### config.mk
export PLATFORM = sky130hd
export DESIGN_NAME = freq_gen_module
export DESIGN_NICKNAME = d
export VERILOG_FILES = /design/src/rtl/freq_gen_module.sv
export SDC_FILE = /design/constraint.sdc
export NUM_CORES = 1
export LEC_CHECK = 0
export CORE_MARGIN = 3
export CORE_UTILIZATION = 45
export CTS_BUF_LIST = sky130_fd_sc_hd__clkbuf_16
export DETAILED_ROUTE_END_ITERATION = 6
export DONT_BUFFER_PORTS = 1
export HOLD_SLACK_MARGIN = 0.05
export SKIP_CTS_REPAIR_TIMING = 1
export SLEW_MARGIN = 10
export SYNTH_ARGS = -nofsm -noshare
export SYNTH_HDL_FRONTEND = slang
export SYNTH_SLANG_ARGS = --single-unit
### constraint.sdc
create_clock -name clk_base -period 9.5 [get_ports clk_base]
set_input_delay 1.9 -clock clk_base [delete_from_list [all_inputs] [get_ports clk_base]]
set_output_delay 1.9 -clock clk_base [all_outputs]
set_load 0.03 [all_outputs]
### src/rtl/freq_gen_module.sv
// rtl/freq_gen_module.sv - programmable Bresenham square-wave generator with one-second tick
//
// Synthesises clk_out at an integer frequency (Hz) from clk_base.
// A 34-bit fractional accumulator makes the average output frequency exact.
//
// Ports:
//   clk_base  in   1   reference clock; all logic on posedge
//   rst_n     in   1   asynchronous active-low reset
//   enable    in   1   level; 1 = run generator
//   freq_set  in  32   requested output frequency in Hz
//   freq_wr   in   1   one-cycle write strobe for freq_set
//   clk_out   out  1   generated square wave (registered)
//   freq_cur  out 32   frequency currently applied
//   pend      out  1   a written value is waiting to be applied
//   err       out  1   sticky; last write rejected
//   sec_tick  out  1   one-cycle pulse every FREQ_BASE cycles
//   edge_cnt  out 32   rising edges of clk_out in the last tick window
//                      (only when FREQ_GEN_LOOPBACK_EN is defined)
//
// Optional feature macro: FREQ_GEN_LOOPBACK_EN
module freq_gen_module #(
    parameter int unsigned FREQ_BASE = 200_000_000
) (
    input  logic        clk_base,
    input  logic        rst_n,
    input  logic        enable,
    input  logic [31:0] freq_set,
    input  logic        freq_wr,
    output logic        clk_out,
    output logic [31:0] freq_cur,
    output logic        pend,
    output logic        err,
`ifdef FREQ_GEN_LOOPBACK_EN
    output logic [31:0] edge_cnt,
`endif
    output logic        sec_tick
);

    localparam logic [33:0] BASE     = 34'(FREQ_BASE);
    localparam logic [31:0] HALF     = 32'(FREQ_BASE / 2);
    localparam logic [31:0] SEC_LAST = 32'(FREQ_BASE - 1);

    typedef enum logic [1:0] {
        ST_IDLE = 2'd0,
        ST_RUN  = 2'd1,
        ST_STOP = 2'd2
    } state_t;

    state_t      state_q, state_d;
    logic [33:0] acc_q, acc_d;
    logic        clk_out_q, clk_out_d;
    logic [31:0] freq_cur_q, freq_cur_d;
    logic [31:0] freq_pend_q, freq_pend_d;
    logic        pend_q, pend_d;
    logic        err_q, err_d;
    logic [31:0] sec_cnt_q, sec_cnt_d;

    logic [33:0] step;
    logic [33:0] acc_sum;
    logic        toggle;
    logic        fall;
    logic        apply;

    // step = 2*freq_cur; freq_cur <= FREQ_BASE/2 keeps step <= FREQ_BASE,
    // so at most one toggle can occur per cycle.
    assign step    = {1'b0, freq_cur_q, 1'b0};
    assign acc_sum = acc_q + step;
    assign toggle  = (acc_sum >= BASE);
    assign fall    = toggle & clk_out_q;

    always_comb begin
        state_d     = state_q;
        acc_d       = acc_q;
        clk_out_d   = clk_out_q;
        freq_cur_d  = freq_cur_q;
        freq_pend_d = freq_pend_q;
        pend_d      = pend_q;
        err_d       = err_q;
        apply       = 1'b0;

        case (state_q)
            ST_IDLE: begin
                acc_d     = '0;
                clk_out_d = 1'b0;
                apply     = pend_q;
                if (enable && (freq_cur_q != 32'd0)) begin
                    state_d = ST_RUN;
                end
            end

            ST_RUN: begin
                if (!enable && !clk_out_q) begin
                    // Output already low: stop at once without a new rise.
                    state_d = ST_IDLE;
                    acc_d   = '0;
                end else begin
                    acc_d = toggle ? (acc_sum - BASE) : acc_sum;
                    if (toggle) begin
                        clk_out_d = ~clk_out_q;
                    end
                    // New frequencies take effect only on a falling edge so
                    // no high pulse is ever shortened.
                    if (fall && pend_q) begin
                        apply = 1'b1;
                        acc_d = '0;
                        if (freq_pend_q == 32'd0) begin
                            state_d = ST_IDLE;
                        end
                    end
                    if (!enable) begin
                        if (fall) begin
                            state_d = ST_IDLE;
                            acc_d   = '0;
                        end else begin
                            state_d = ST_STOP;
                        end
                    end
                end
            end

            ST_STOP: begin
                // Let the current high phase finish at full length.
                acc_d = toggle ? (acc_sum - BASE) : acc_sum;
                if (toggle) begin
                    clk_out_d = ~clk_out_q;
                end
                if (fall) begin
                    state_d = ST_IDLE;
                    acc_d   = '0;
                end
            end

            default: begin
                state_d   = ST_IDLE;
                acc_d     = '0;
                clk_out_d = 1'b0;
            end
        endcase

        if (apply) begin
            freq_cur_d = freq_pend_q;
            pend_d     = 1'b0;
        end

        // A write in the same cycle as an application becomes the new
        // pending value, since it is evaluated after the application.
        if (freq_wr) begin
            if (freq_set <= HALF) begin
                freq_pend_d = freq_set;
                pend_d      = 1'b1;
                err_d       = 1'b0;
            end else begin
                err_d = 1'b1;
            end
        end
    end

    assign sec_cnt_d = (sec_cnt_q == SEC_LAST) ? 32'd0 : (sec_cnt_q + 32'd1);

    always_ff @(posedge clk_base or negedge rst_n) begin
        if (!rst_n) begin
            state_q     <= ST_IDLE;
            acc_q       <= '0;
            clk_out_q   <= 1'b0;
            freq_cur_q  <= '0;
            freq_pend_q <= '0;
            pend_q      <= 1'b0;
            err_q       <= 1'b0;
            sec_cnt_q   <= '0;
        end else begin
            state_q     <= state_d;
            acc_q       <= acc_d;
            clk_out_q   <= clk_out_d;
            freq_cur_q  <= freq_cur_d;
            freq_pend_q <= freq_pend_d;
            pend_q      <= pend_d;
            err_q       <= err_d;
            sec_cnt_q   <= sec_cnt_d;
        end
    end

`ifdef FREQ_GEN_LOOPBACK_EN
    logic        rise;
    logic [31:0] rise_cnt_q, rise_cnt_d;
    logic [31:0] edge_cnt_q, edge_cnt_d;

    assign rise = clk_out_d & ~clk_out_q;

    always_comb begin
        edge_cnt_d = edge_cnt_q;
        rise_cnt_d = rise_cnt_q + {31'd0, rise};
        if (sec_tick) begin
            // Include a rise landing in the tick cycle itself.
            edge_cnt_d = rise_cnt_q + {31'd0, rise};
            rise_cnt_d = '0;
        end
    end

    always_ff @(posedge clk_base or negedge rst_n) begin
        if (!rst_n) begin
            rise_cnt_q <= '0;
            edge_cnt_q <= '0;
        end else begin
            rise_cnt_q <= rise_cnt_d;
            edge_cnt_q <= edge_cnt_d;
        end
    end

    assign edge_cnt = edge_cnt_q;
`endif

    assign clk_out  = clk_out_q;
    assign freq_cur = freq_cur_q;
    assign pend     = pend_q;
    assign err      = err_q;
    assign sec_tick = (sec_cnt_q == SEC_LAST);

endmodule
==> run summary, run 1 <==
TritonCTS built the clock tree. The pin count of the biggest net entering global routing is 135. The final wirelength came out at 21100 um. For the final routed database, the setup TNS stands at 0 ns. The detail-routed net length per standard cell came out at 20.2 um.

Summing every instance area after synthesis gives 0.00815 mm^2. The max-cap violation count is 0. The worst register-to-register path ends at freq_cur[1]$_DFFE_PN0P_.

The number of global-route vias before repair came out at 6221. The die extent in y is 141 um. The register clock-pin slew on the reported worst setup and hold paths came out at 0.06 ns.

The area of the core came out at 0.0175 mm^2. The dominant register cell in the synthesized netlist is sky130_fd_sc_hd__dfrtp_1. After floorplanning, the core was divided into 48 placement rows. The ratio of total power to cell area is 198 mW/mm^2. The count of nets after finishing is 881. The placed standard-cell area came out at 0.00834 mm^2. TritonCTS created 17 clock buffers. The startpoint of the worst hold path is sec_cnt_q[31]$_DFF_PN0_. The minimum setup slack among reg-to-reg paths is 4.46 ns. Static timing analysis puts the maximum clock frequency at 199 MHz. The clock latency of the later-clocked register in the worst-skew pair came out at 0.42 ns. After global routing the overflow that remains totals 0. The synthesized instance count came out at 804. The library cell used most frequently in the layout, excluding fill and tap cells, is sky130_fd_sc_hd__dfrtp_1. The largest incremental delay on the critical path came out at 0.56 ns.

The post-detailed-route count of antenna-violating nets is 0. The per-cell via count in the routed design came out at 6.09. The flow ran to the end, and the final reports show no timing, DRC or antenna violations. Setup repair after global routing left no endpoint under its margin.

The area taken by flip-flops and latches came out at 0.00335 mm^2. The number of pins with negative max-slew slack in the final report is 0. In this run the critical register-to-register path is launched from freq_cur[0]$_DFFE_PN0P_. The starting density of the core came out at 0.465.

STA classifies the critical path startpoint as a register. The flop and latch count out of synthesis came out at 134. The final hold violation count is 0. Compared with the post-synthesis result, the final layout area differs by 9.47%.

Counting instances, the worst hold path has a depth of 1. The maximum net fanout on the critical path is 33. Setup violations remaining at the end of the flow were counted as 0.

The analysis attributes to cell leakage a power of 3.90 nW. The number of nets in the synthesized netlist is 878. The worst hold path terminates at sec_cnt_q[31]$_DFF_PN0_. The worst ir drop on vdd is 171 uV. The worst hold-check path type is register to register. The die width is 141 um.

The cell at the root of the clock tree is sky130_fd_sc_hd__clkbuf_16. The worst setup skew after layout came out at 0.0105 ns. The worst relative slew slack came out at 0.510. The signal arrival time at the worst endpoint is 5.33 ns. The number of warnings reported in the yosys synthesis log is 0.

The synthesized area divided by synthesized cell count is 10.1 um^2. The share of post-route cells with drive strength above 1 is 0.148. The total routing usage reported by global routing is 0.215. On the critical path, the stage with the largest delay is an instance of sky130_fd_sc_hd__dfrtp_1.

The via count of the routed design is 6369. The HPWL after detailed placement is 16000 um. The layout filler cell count is 1611. The total number of clock tree sinks came out at 134. The placer congestion estimate is 0.910. The number of levels the H-tree was split into came out at 4. Of the available clock period, the critical path in the final layout requires 0.530. The global-route wire length before repair came out at 33900 um.

The first-pass iteration count of the detailed router came out at 5. The initial antenna violation count came out at 0. The top cell types in the final layout, fill and taps aside, are 134 x sky130_fd_sc_hd__dfrtp_1, 71 x sky130_fd_sc_hd__nor2_1, 61 x sky130_fd_sc_hd__nand2_1, 51 x sky130_fd_sc_hd__a21oi_1, 37 x sky130_fd_sc_hd__ha_1. The repair_antennas step left the layout with diodes totalling 0.

Of all flip-flops after synthesis, the portion carrying an async set or reset was 1.00. The initial detailed-routing violation count came out at 495. The data required time at the worst endpoint came out at 9.79 ns.

72 I/O pins were placed. The number of buffer cells added on primary ports came out at 0. The sequential fraction of the synthesis area came out at 0.411. The clock passes through at most 2 buffers. The length in cells of the worst reg-to-reg path came out at 15.

In this design, the critical path's most frequently occurring cell is sky130_fd_sc_hd__buf_4. At the pin with the least slew margin, the transition time is 0.730 ns. Once layout is complete, the utilization of the core stands at 0.509. Traced cell by cell, the critical path runs through ha_1, inv_1, fa_1, nand2b_1, a21oi_2, o211ai_1, and4_1, nor4_2, nand4_1, o31ai_2, a211oi_4, buf_4, o21ai_4, buf_4, mux2_2. The die footprint came out at 0.0198 mm^2.

The number of enable-type register cells in the synthesized netlist came out at 0. The type of the worst setup path is register to register. The number of distinct library cells after synthesis came out at 72. The minimum clock period after layout is 5.04 ns.

STA classifies the critical path endpoint as a register. The final design instance area without fill came out at 0.00892 mm^2. The residual DRC count is 0. The multi-input combinational cells in the finished layout cover a total of 0.00462 mm^2.
worst max path at each step:
stage	endpoint	start	cells past startpoint	slack, ns
finish	freq_cur[1]$_DFFE_PN0P_	freq_cur[0]$_DFFE_PN0P_	15	4.46
global route	freq_cur[0]$_DFFE_PN0P_	freq_cur[0]$_DFFE_PN0P_	15	4.17
CTS	freq_cur[1]$_DFFE_PN0P_	freq_cur[0]$_DFFE_PN0P_	15	4.50
detailed placement	freq_cur[1]$_DFFE_PN0P_	freq_cur[0]$_DFFE_PN0P_	15	4.53
global placement	freq_cur[0]$_DFFE_PN0P_	freq_cur[0]$_DFFE_PN0P_	15	4.64
floorplan	sec_tick	sec_cnt_q[0]$_DFF_PN0_	7	5.39
report_power, final:
part / total [mW] / switching [mW] / internal [mW]
logic: 0.364 / 0.208 / 0.156
registers: 0.759 / 0.135 / 0.624
clock network: 0.642 / 0.254 / 0.388
sequential cells by signal, indices dropped and copies added (netlist names):
signal	flops
state_q	2
freq_cur	32
sec_cnt_q	32
pend	1
clk_out	1
err	1
freq_pend_q	32
acc_q	33
Yosys cell counts (14+ instances only):
master | count | share of area
sky130_fd_sc_hd__ha_1 | 37 | 0.057
sky130_fd_sc_hd__mux2_4 | 30 | 0.055
sky130_fd_sc_hd__nor4_1 | 21 | 0.016
sky130_fd_sc_hd__mux2_2 | 31 | 0.043
sky130_fd_sc_hd__inv_1 | 14 | 0.0064
sky130_fd_sc_hd__nand2_1 | 61 | 0.028
sky130_fd_sc_hd__nor3_1 | 22 | 0.014
sky130_fd_sc_hd__nand4_1 | 22 | 0.017
sky130_fd_sc_hd__dfrtp_1 | 134 | 0.41
sky130_fd_sc_hd__nand3_1 | 24 | 0.015
sky130_fd_sc_hd__or3_1 | 15 | 0.012
sky130_fd_sc_hd__a21oi_1 | 51 | 0.031
sky130_fd_sc_hd__and2_1 | 14 | 0.011
sky130_fd_sc_hd__nor2_1 | 71 | 0.033
sky130_fd_sc_hd__o21ai_0 | 32 | 0.020
sky130_fd_sc_hd__xor2_1 | 28 | 0.030
sky130_fd_sc_hd__xnor2_1 | 26 | 0.028
metal layers:
metal / share of wire / GRT usage
met1: 0.47 / 0.314
met4: 0.022 / 0.0694
met5: 0 / 0
met3: 0.066 / 0.0444
met2: 0.44 / 0.322
cells by family after synthesis:
kind of cell | Yosys count | synth area share
AND/OR/NAND/NOR | 289 | 0.182
AO/OA/AOI/OAI | 190 | 0.164
flip-flops | 134 | 0.411
multiplexers | 63 | 0.101
XOR/XNOR | 55 | 0.0600
adder cells (fa/ha/maj) | 38 | 0.0592
buffers and inverters | 35 | 0.0226
area by class of cell:
type                    instances  area share
clock buffers                  17      0.0477
multi-input cells             635       0.518
flip-flops and latches        134       0.376
inverters                      14     0.00589
clock inverters                15      0.0172
well taps                     225      0.0315
repair buffers                  5     0.00421
per-stage QoR:
stage | worst slack, ns | power [mW] | hold WS (ns) | cells
final | 4.46 | 1.77 | 0.478 | 1045
after global routing | 4.17 | 1.85 | 0.505 | 1045
after CTS | 4.50 | 1.78 | 0.478 | 1045
after detailed placement | 4.53 | 1.13 | 0.466 | 1013
after global placement | 4.64 | 1.12 | 0.454 | 1013
after floorplan | 5.39 | 1.02 | 0.438 | 804
critical path, delay by kind of cell, from the launching register on:
kind                       cells  cell delay, ns
AOI/OAI and AO/OA              5            1.36
adders and majority gates      2            0.69
DFF                            1            0.56
and+or+nand+nor                4            1.03
buffers and inverters          3            0.83
muxes                          1            0.40
Note: power is estimated with default switching activity, not from simulation.
==> run 2: changes to the inputs <==
==> constraint.sdc (replaced) <==
create_clock -name clk_base -period 5 [get_ports clk_base]
set_input_delay 1 -clock clk_base [delete_from_list [all_inputs] [get_ports clk_base]]
set_output_delay 1 -clock clk_base [all_outputs]
set_load 0.03 [all_outputs]
==> run 2 against run 1 <==
Compared with the run above:
- combinational power increased by 120%
- register-to-register slack got worse by 4.1 ns
- sequential share of layout area fell by 0.33 points
- final cell count increased by 1.1%
- clock power is 84% higher
- sequential power grew 82%
- worst hold slack got worse by 0.18 ns
- non-clock buffer count up 11
- maximum frequency up 7.5%
==> run summary, run 2 (synthesis results as in run 1) <==
The clock network fraction of design power is 0.353 (-0.010). The site row count is 48 (unchanged). The type of the worst setup path is register to register. The final hold violation count came out at 0 (unchanged). The initial detailed-routing violation count came out at 542 (+9.5%). The slowest cell on the critical path is sky130_fd_sc_hd__o31ai_2. The flow ran to the end, and the final reports show no timing, DRC or antenna violations. The transition time at the pin with the least slew margin came out at 0.647 ns (-0.0834 ns).

The layout overhead on the synthesized area is 10.5%. The placer congestion estimate is 0.950 (+4.4%). The first-pass iteration count of the detailed router came out at 5 (unchanged). The maximum net fanout on the critical path came out at 32 (-3.0%). The detail-routed net length per standard cell is 20.1 um (-0.25%). Walking the worst path, the cells encountered are ha_1, inv_1, fa_1, nand2b_1, a21oi_2, o211ai_1, and4_1, nor4_2, nand4_1, o31ai_2, a211oi_4, o21ai_4, buf_12, mux2_2. The ratio of total power to cell area came to 373 mW/mm^2 (+89%). The cell at the root of the clock tree is sky130_fd_sc_hd__clkbuf_16.

The top-level port count came out at 72 (unchanged). The largest incremental delay on the critical path is 0.59 ns (+0.03 ns). The worst ir drop on vdd is 206 uV (+21%).

The residual DRC count came out at 0 (unchanged). The pin count of the biggest net entering global routing was 135 (unchanged). The internal power contribution came out at 2.24 mW (+92%). The timing-limited maximum frequency is 214 MHz (+7.5%). STA classifies the critical path endpoint as a register. The signal arrival time at the worst endpoint is 4.98 ns (-0.35 ns).

The number of buffers between clock root and the deepest sink is 2 (unchanged). Leaving out fill and tap cells, the most frequent cell in the layout is sky130_fd_sc_hd__dfrtp_1. The number of flip-flops under the largest register name came out at 33 (unchanged). The via count of the routed design is 6347 (-0.35%). Counting flops per register, the top entry is acc_q. The sequential share of power is 0.412 (-0.018). The sum of negative setup slack is 0 ns (unchanged). The die footprint came to 0.0198 mm^2 (unchanged). The total routing usage reported by global routing came out at 0.221 (+0.00538). The worst setup skew after layout came out at 0.00943 ns (-0.00112 ns).

The area of the core came out at 0.0175 mm^2 (unchanged). The register clock-pin slew on the reported worst setup and hold paths came to 0.06 ns (about the same). The clock latency of the later-clocked register in the worst-skew pair came out at 0.41 ns (about the same). The number of global-route vias before repair came out at 6242 (+0.34%). The leakage power figure was 3.96 nW (+1.5%). The number of antenna cells inserted came to 0 (unchanged). The type of element launching the critical path is a register. The clock buffer count from CTS is 17 (unchanged).

The max-cap violation count is 0 (unchanged). The top cell types in the final layout, fill and taps aside, are 134 x sky130_fd_sc_hd__dfrtp_1, 71 x sky130_fd_sc_hd__nor2_1, 61 x sky130_fd_sc_hd__nand2_1, 51 x sky130_fd_sc_hd__a21oi_1, 37 x sky130_fd_sc_hd__ha_1. The detailed placer's ending HPWL is 16500 um (+2.9%). The number of pins with negative max-slew slack in the final report is 0 (unchanged). The count of nets after finishing is 892 (+1.2%).

The data required time at the worst endpoint came to 5.30 ns (-4.49 ns). The setup slack of the critical path after layout is 0.316 ns (-4.15 ns). The worst hold slack came out at 0.293 ns (-0.185 ns).

The cell count after placement came out at 1024 (+1.1%). The per-cell via count in the routed design is 6.01 (-1.4%). The minimum clock period after layout came out at 4.68 ns (-0.353 ns). The TritonCTS clock tree is yes.

The die extent in y is 141 um (unchanged). Setup repair after global routing left no endpoint under its margin. The count of non-filler cells in the finished layout came out at 1056 (+1.1%).

The post-detailed-route count of antenna-violating nets came out at 0 (unchanged). The number of levels the H-tree was split into came out at 4 (unchanged). The worst slack at placement is 0.403 ns (-4.12 ns). The worst hold-check path type is input pin to asynchronous set/reset pin. The die width is 141 um (unchanged).

The global-route wire length before repair was 34500 um (+1.8%). The worst relative slew slack is 0.565 (+0.0553). The final wirelength was 21200 um (+0.80%).

The switching power of the nets came out at 1.11 mW (+87%). The final number of setup-violating endpoints is 0 (unchanged). The core utilization of the finished layout is 0.513 (+0.00457). The switching fraction of total power came out at 0.332 (-0.00646). The number of buffer cells added on primary ports came out at 0 (unchanged). The share of post-route cells with drive strength above 1 came out at 0.158 (+0.0101). The total number of clock tree sinks came out at 134 (unchanged). The initial antenna violation count came to 0 (unchanged). The combinational group share of total power is 0.235 (+0.029). The period utilization came out at 0.937 (+0.407). The starting density of the core came out at 0.465 (unchanged).

The overflow left after global routing came out at 0 (unchanged). The minimum setup slack among reg-to-reg paths is 0.32 ns (-4.15 ns).
## run 2: cell count changes in the layout (fill, tap and decap cells not counted)
cell,before,now
sky130_fd_sc_hd__inv_8,1,0
sky130_fd_sc_hd__inv_6,3,1
sky130_fd_sc_hd__clkinv_2,1,3
sky130_fd_sc_hd__buf_12,0,1
sky130_fd_sc_hd__inv_1,14,15
sky130_fd_sc_hd__buf_4,5,15
## run 2: power by group through the flow
stage                     Sequential, mW  Combinational (mW)  Clock (mW)
after floorplan                     1.38               0.563           0
after global placement              1.40               0.775           0
after detailed placement            1.40               0.784           0
after CTS                           1.38               0.789        1.20
after global routing                1.40               0.862        1.26
final                               1.38               0.790        1.18
## run 2: per-stage QoR
stage | instance area [um^2] | total power, mW
floorplan | 8150 | 1.94
global placement | 8440 | 2.17
detailed placement | 8440 | 2.19
CTS | 9000 | 3.38
global route | 9000 | 3.52
finish | 9000 | 3.36
## run 2: routing by layer
| metal | vias to the layer above | share of wire | wire [um] | track usage |
|---|---|---|---|---|
| met5 | - | 0 | 0 | 0 |
| met4 | 0 | 0.013 | 278 | 0.0637 |
| li1 | 3030 | - | - | - |
| met1 | 3102 | 0.47 | 9930 | 0.317 |
| met2 | 194 | 0.46 | 9820 | 0.343 |
| met3 | 21 | 0.057 | 1220 | 0.0417 |
## run 2: path summary, 6_finish.rpt
kind                                          from                       to  cells past startpoint
setup / recovery           freq_cur[0]$_DFFE_PN0P_  freq_cur[0]$_DFFE_PN0P_                     14
hold / removal                               rst_n      acc_q[26]$_DFF_PN0_                      0
setup reg to reg           freq_cur[0]$_DFFE_PN0P_  freq_cur[0]$_DFFE_PN0P_                     14
hold reg to reg             sec_cnt_q[0]$_DFF_PN0_   sec_cnt_q[0]$_DFF_PN0_                      1
max in group asynchronous                    rst_n      acc_q[15]$_DFF_PN0_                      0
min in group clk_base       sec_cnt_q[0]$_DFF_PN0_   sec_cnt_q[0]$_DFF_PN0_                      1
## run 2: layout make-up
type	instances	area [um^2]
Multi-Input combinational cell	635	4620
Timing Repair Buffer	16	133
Sequential cell	134	3350
Clock buffer	17	425
Clock inverter	15	139
Inverter	14	52.6
Fill cell	1604	8530
Tap cell	225	282
## run 2: critical path, delay by kind of cell, from the launching register on
| kind | cells | cell delay [ns] |
|---|---|---|
| compound gates | 5 | 1.55 |
| fa+ha+maj | 2 | 0.67 |
| buf+inv | 2 | 0.33 |
| flops | 1 | 0.56 |
| mux | 1 | 0.37 |
| simple gates | 4 | 1.05 |
==> run 3: changes to the inputs <==
--- a/config.mk
+++ b/config.mk
@@ -11,6 +11,7 @@
 export DETAILED_ROUTE_END_ITERATION = 6
 export DONT_BUFFER_PORTS = 1
 export HOLD_SLACK_MARGIN = 0.05
+export MAX_ROUTING_LAYER = met4
 export SKIP_CTS_REPAIR_TIMING = 1
 export SLEW_MARGIN = 10
 export SYNTH_ARGS = -nofsm -noshare
==> run 3 against run 2 <==
Compared with the run above:
- first-iteration DRC count down 2.6%
- via count up 1.4%
- global-route usage up 0.68 points
- critical path depth unchanged
- clock skew up 0.0035 ns
- routed wire length up 0.45%
- combinational power up 1%
- sequential share of layout area down 0.088 points
- clock-buffer cell count unchanged
- clock power up 5%
- sequential power about the same
- final area up 0.24%
- critical path type unchanged
- highest routed layer unchanged
==> run summary, run 3 (synthesis results as in run 1) <==
The run finished with clean final reports. The signal arrival time at the worst endpoint is 4.98 ns (about the same). The pin count of the biggest net entering global routing came out at 135 (unchanged). The layout overhead on the synthesized area came out at 10.7%.

The worst relative slew slack is 0.481 (-0.0838). The core utilization of the finished layout was 0.515 (+0.00121). The critical path goes through ha_1, inv_1, fa_1, nand2b_1, a21oi_2, o211ai_1, and4_1, nor4_2, nand4_1, o31ai_2, a211oi_4, o21ai_4, buf_12, mux2_2. The cell count after placement is 1024 (unchanged). Setup repair after global routing left no endpoint under its margin.

The multi-input logic area is 0.00462 mm^2 (unchanged). The overflow left after global routing came out at 0 (unchanged). The top-level port count is 72 (unchanged). The number of levels the H-tree was split into is 4 (unchanged). The die width is 141 um (unchanged). The type of the worst setup path is register to register.

The area of the core came out at 0.0175 mm^2 (unchanged). The slowest stage of the critical path belongs to the cell sky130_fd_sc_hd__o31ai_2. Counting flops per register, the top entry is acc_q. The final number of setup-violating endpoints is 0 (unchanged). The worst setup path is launched from a register. The max-cap violation count is 0 (unchanged). The detailed placer's ending HPWL came out at 16400 um (-0.30%).

The clock latency of the later-clocked register in the worst-skew pair came out at 0.42 ns (about the same). The number of buffers between clock root and the deepest sink came out at 2 (unchanged). The residual DRC count came to 0 (unchanged). The detail-routed net length per standard cell is 20.2 um (+0.45%). The total number of clock tree sinks is 134 (unchanged). The layout filler cell count is 1599 (-0.31%).

The leading cell type in the layout, fill and taps excluded is sky130_fd_sc_hd__dfrtp_1. Leaving out fill and tap cells, the most frequent cells in the layout are 134 x sky130_fd_sc_hd__dfrtp_1, 71 x sky130_fd_sc_hd__nor2_1, 61 x sky130_fd_sc_hd__nand2_1, 51 x sky130_fd_sc_hd__a21oi_1, 37 x sky130_fd_sc_hd__ha_1. The post-detailed-route count of antenna-violating nets was 0 (unchanged). The number of pins with negative max-slew slack in the final report came out at 0 (unchanged). The period utilization is 0.936 (-0.000996).

The total routing usage reported by global routing is 0.227 (+0.00677). The maximum net fanout on the critical path is 32 (unchanged). The count of nets after finishing is 892 (unchanged). The clock buffer count from CTS came out at 17 (unchanged).

In this run the worst hold path is classified as input pin to asynchronous set/reset pin. The worst setup path is captured at a register. The number of global-route vias before repair is 6158 (-1.3%).

The number of antenna cells inserted came to 0 (unchanged). The minimum clock period after layout is 4.68 ns (-0.00498 ns). The starting density of the core is 0.465 (unchanged).

The worst setup skew after layout was 0.0129 ns (+0.00351 ns). The data required time at the worst endpoint came out at 5.30 ns (about the same). The die extent in y is 141 um (unchanged). The sum of negative setup slack is 0 ns (unchanged). The number of flip-flops under the largest register name was 33 (unchanged).

In this run the critical register-to-register path is launched from freq_cur[0]$_DFFE_PN0P_. The worst ir drop on vdd came out at 288 uV (+40%). The final wirelength is 21300 um (+0.45%).

The transition time at the pin with the least slew margin came out at 0.759 ns (+0.112 ns). The largest incremental delay on the critical path is 0.57 ns (-0.02 ns). The site row count is 48 (unchanged). The number of buffer cells added on primary ports is 0 (unchanged). The per-cell via count in the routed design was 6.09 (+1.4%). The die footprint is 0.0198 mm^2 (unchanged). The launch point of the worst path is freq_cur[0]$_DFFE_PN0P_. The share of post-route cells with drive strength above 1 is 0.156 (-0.00120). The register clock-pin slew on the reported worst setup and hold paths was 0.06 ns (about the same). The count of non-filler cells in the finished layout came out at 1056 (unchanged). TritonCTS built the clock tree. The area taken by flip-flops and latches was 0.00335 mm^2 (unchanged). The timing-limited maximum frequency is 214 MHz (+0.11%). The first-pass iteration count of the detailed router is 5 (unchanged). The ratio of total power to cell area is 379 mW/mm^2 (+1.5%). The placer congestion estimate is 0.965 (+1.6%). The initial antenna violation count is 0 (unchanged). The cell at the root of the clock tree is sky130_fd_sc_hd__clkbuf_16. The final hold violation count came to 0 (unchanged). The via count of the routed design came out at 6435 (+1.4%). The leakage power figure came to 3.97 nW (+0.21%).

The initial detailed-routing violation count is 528 (-2.6%). The global-route wire length before repair came to 34600 um (+0.12%).
run 3: cell types whose count changed in the layout (fill, tap and decap cells not counted), sizes merged:
| cell | delta |
|---|---|
| bufinv | +1 |
| clkinvlp | -1 |
run 3: cell type report:
type,instances,area share
flip-flops and latches,134,0.372
repair buffers,16,0.0147
inverters,14,0.00582
clock buffers,17,0.0471
multi-input cells,635,0.512
well taps,225,0.0312
clock inverters,15,0.0177
run 3: worst max-delay path: cells and delay by family (launching register included):
kind | cells | cell delay [ns]
compound gates | 5 | 1.52
fa+ha+maj | 2 | 0.67
buf+inv | 2 | 0.33
flops | 1 | 0.56
mux | 1 | 0.36
simple gates | 4 | 1.09
run 3: worst paths after layout:
path	to	slack, ns	cells after the start
hold / removal	acc_q[31]$_DFF_PN0_	0.29	0
setup reg to reg	freq_cur[0]$_DFFE_PN0P_	0.32	14
max in group asynchronous	freq_pend_q[0]$_DFFE_PN0P_	4.51	0
hold reg to reg	sec_cnt_q[31]$_DFF_PN0_	0.48	1
min in group clk_base	sec_cnt_q[31]$_DFF_PN0_	0.48	1
setup / recovery	freq_cur[0]$_DFFE_PN0P_	0.32	14
run 3: report_power, final:
part	leakage (nW)	switching, mW	internal, mW
clock network	0.281	0.462	0.776
registers	1.82	0.195	1.19
logic	1.87	0.467	0.332
total	3.97	1.12	2.29
run 3: metal layers:
| metal | share of wire | track usage | vias to the layer above |
|---|---|---|---|
| met5 | 0 | - | - |
| met4 | 0.018 | 0.0678 | 0 |
| met3 | 0.058 | 0.0478 | 34 |
| met2 | 0.45 | 0.330 | 189 |
| met1 | 0.47 | 0.323 | 3175 |
| li1 | - | - | 3037 |
run 3: metrics by stage:
step	worst slack, ns	cell area [um^2]	hold slack, ns	power, mW
2_1_floorplan	1.03	8150	0.438	1.94
3_5_place_dp	0.405	8440	0.467	2.19
4_1_cts	0.375	9020	0.256	3.44
5_1_grt	0.0334	9020	0.259	3.59
3_3_place_gp	0.556	8440	0.453	2.17
6_report	0.321	9020	0.286	3.42
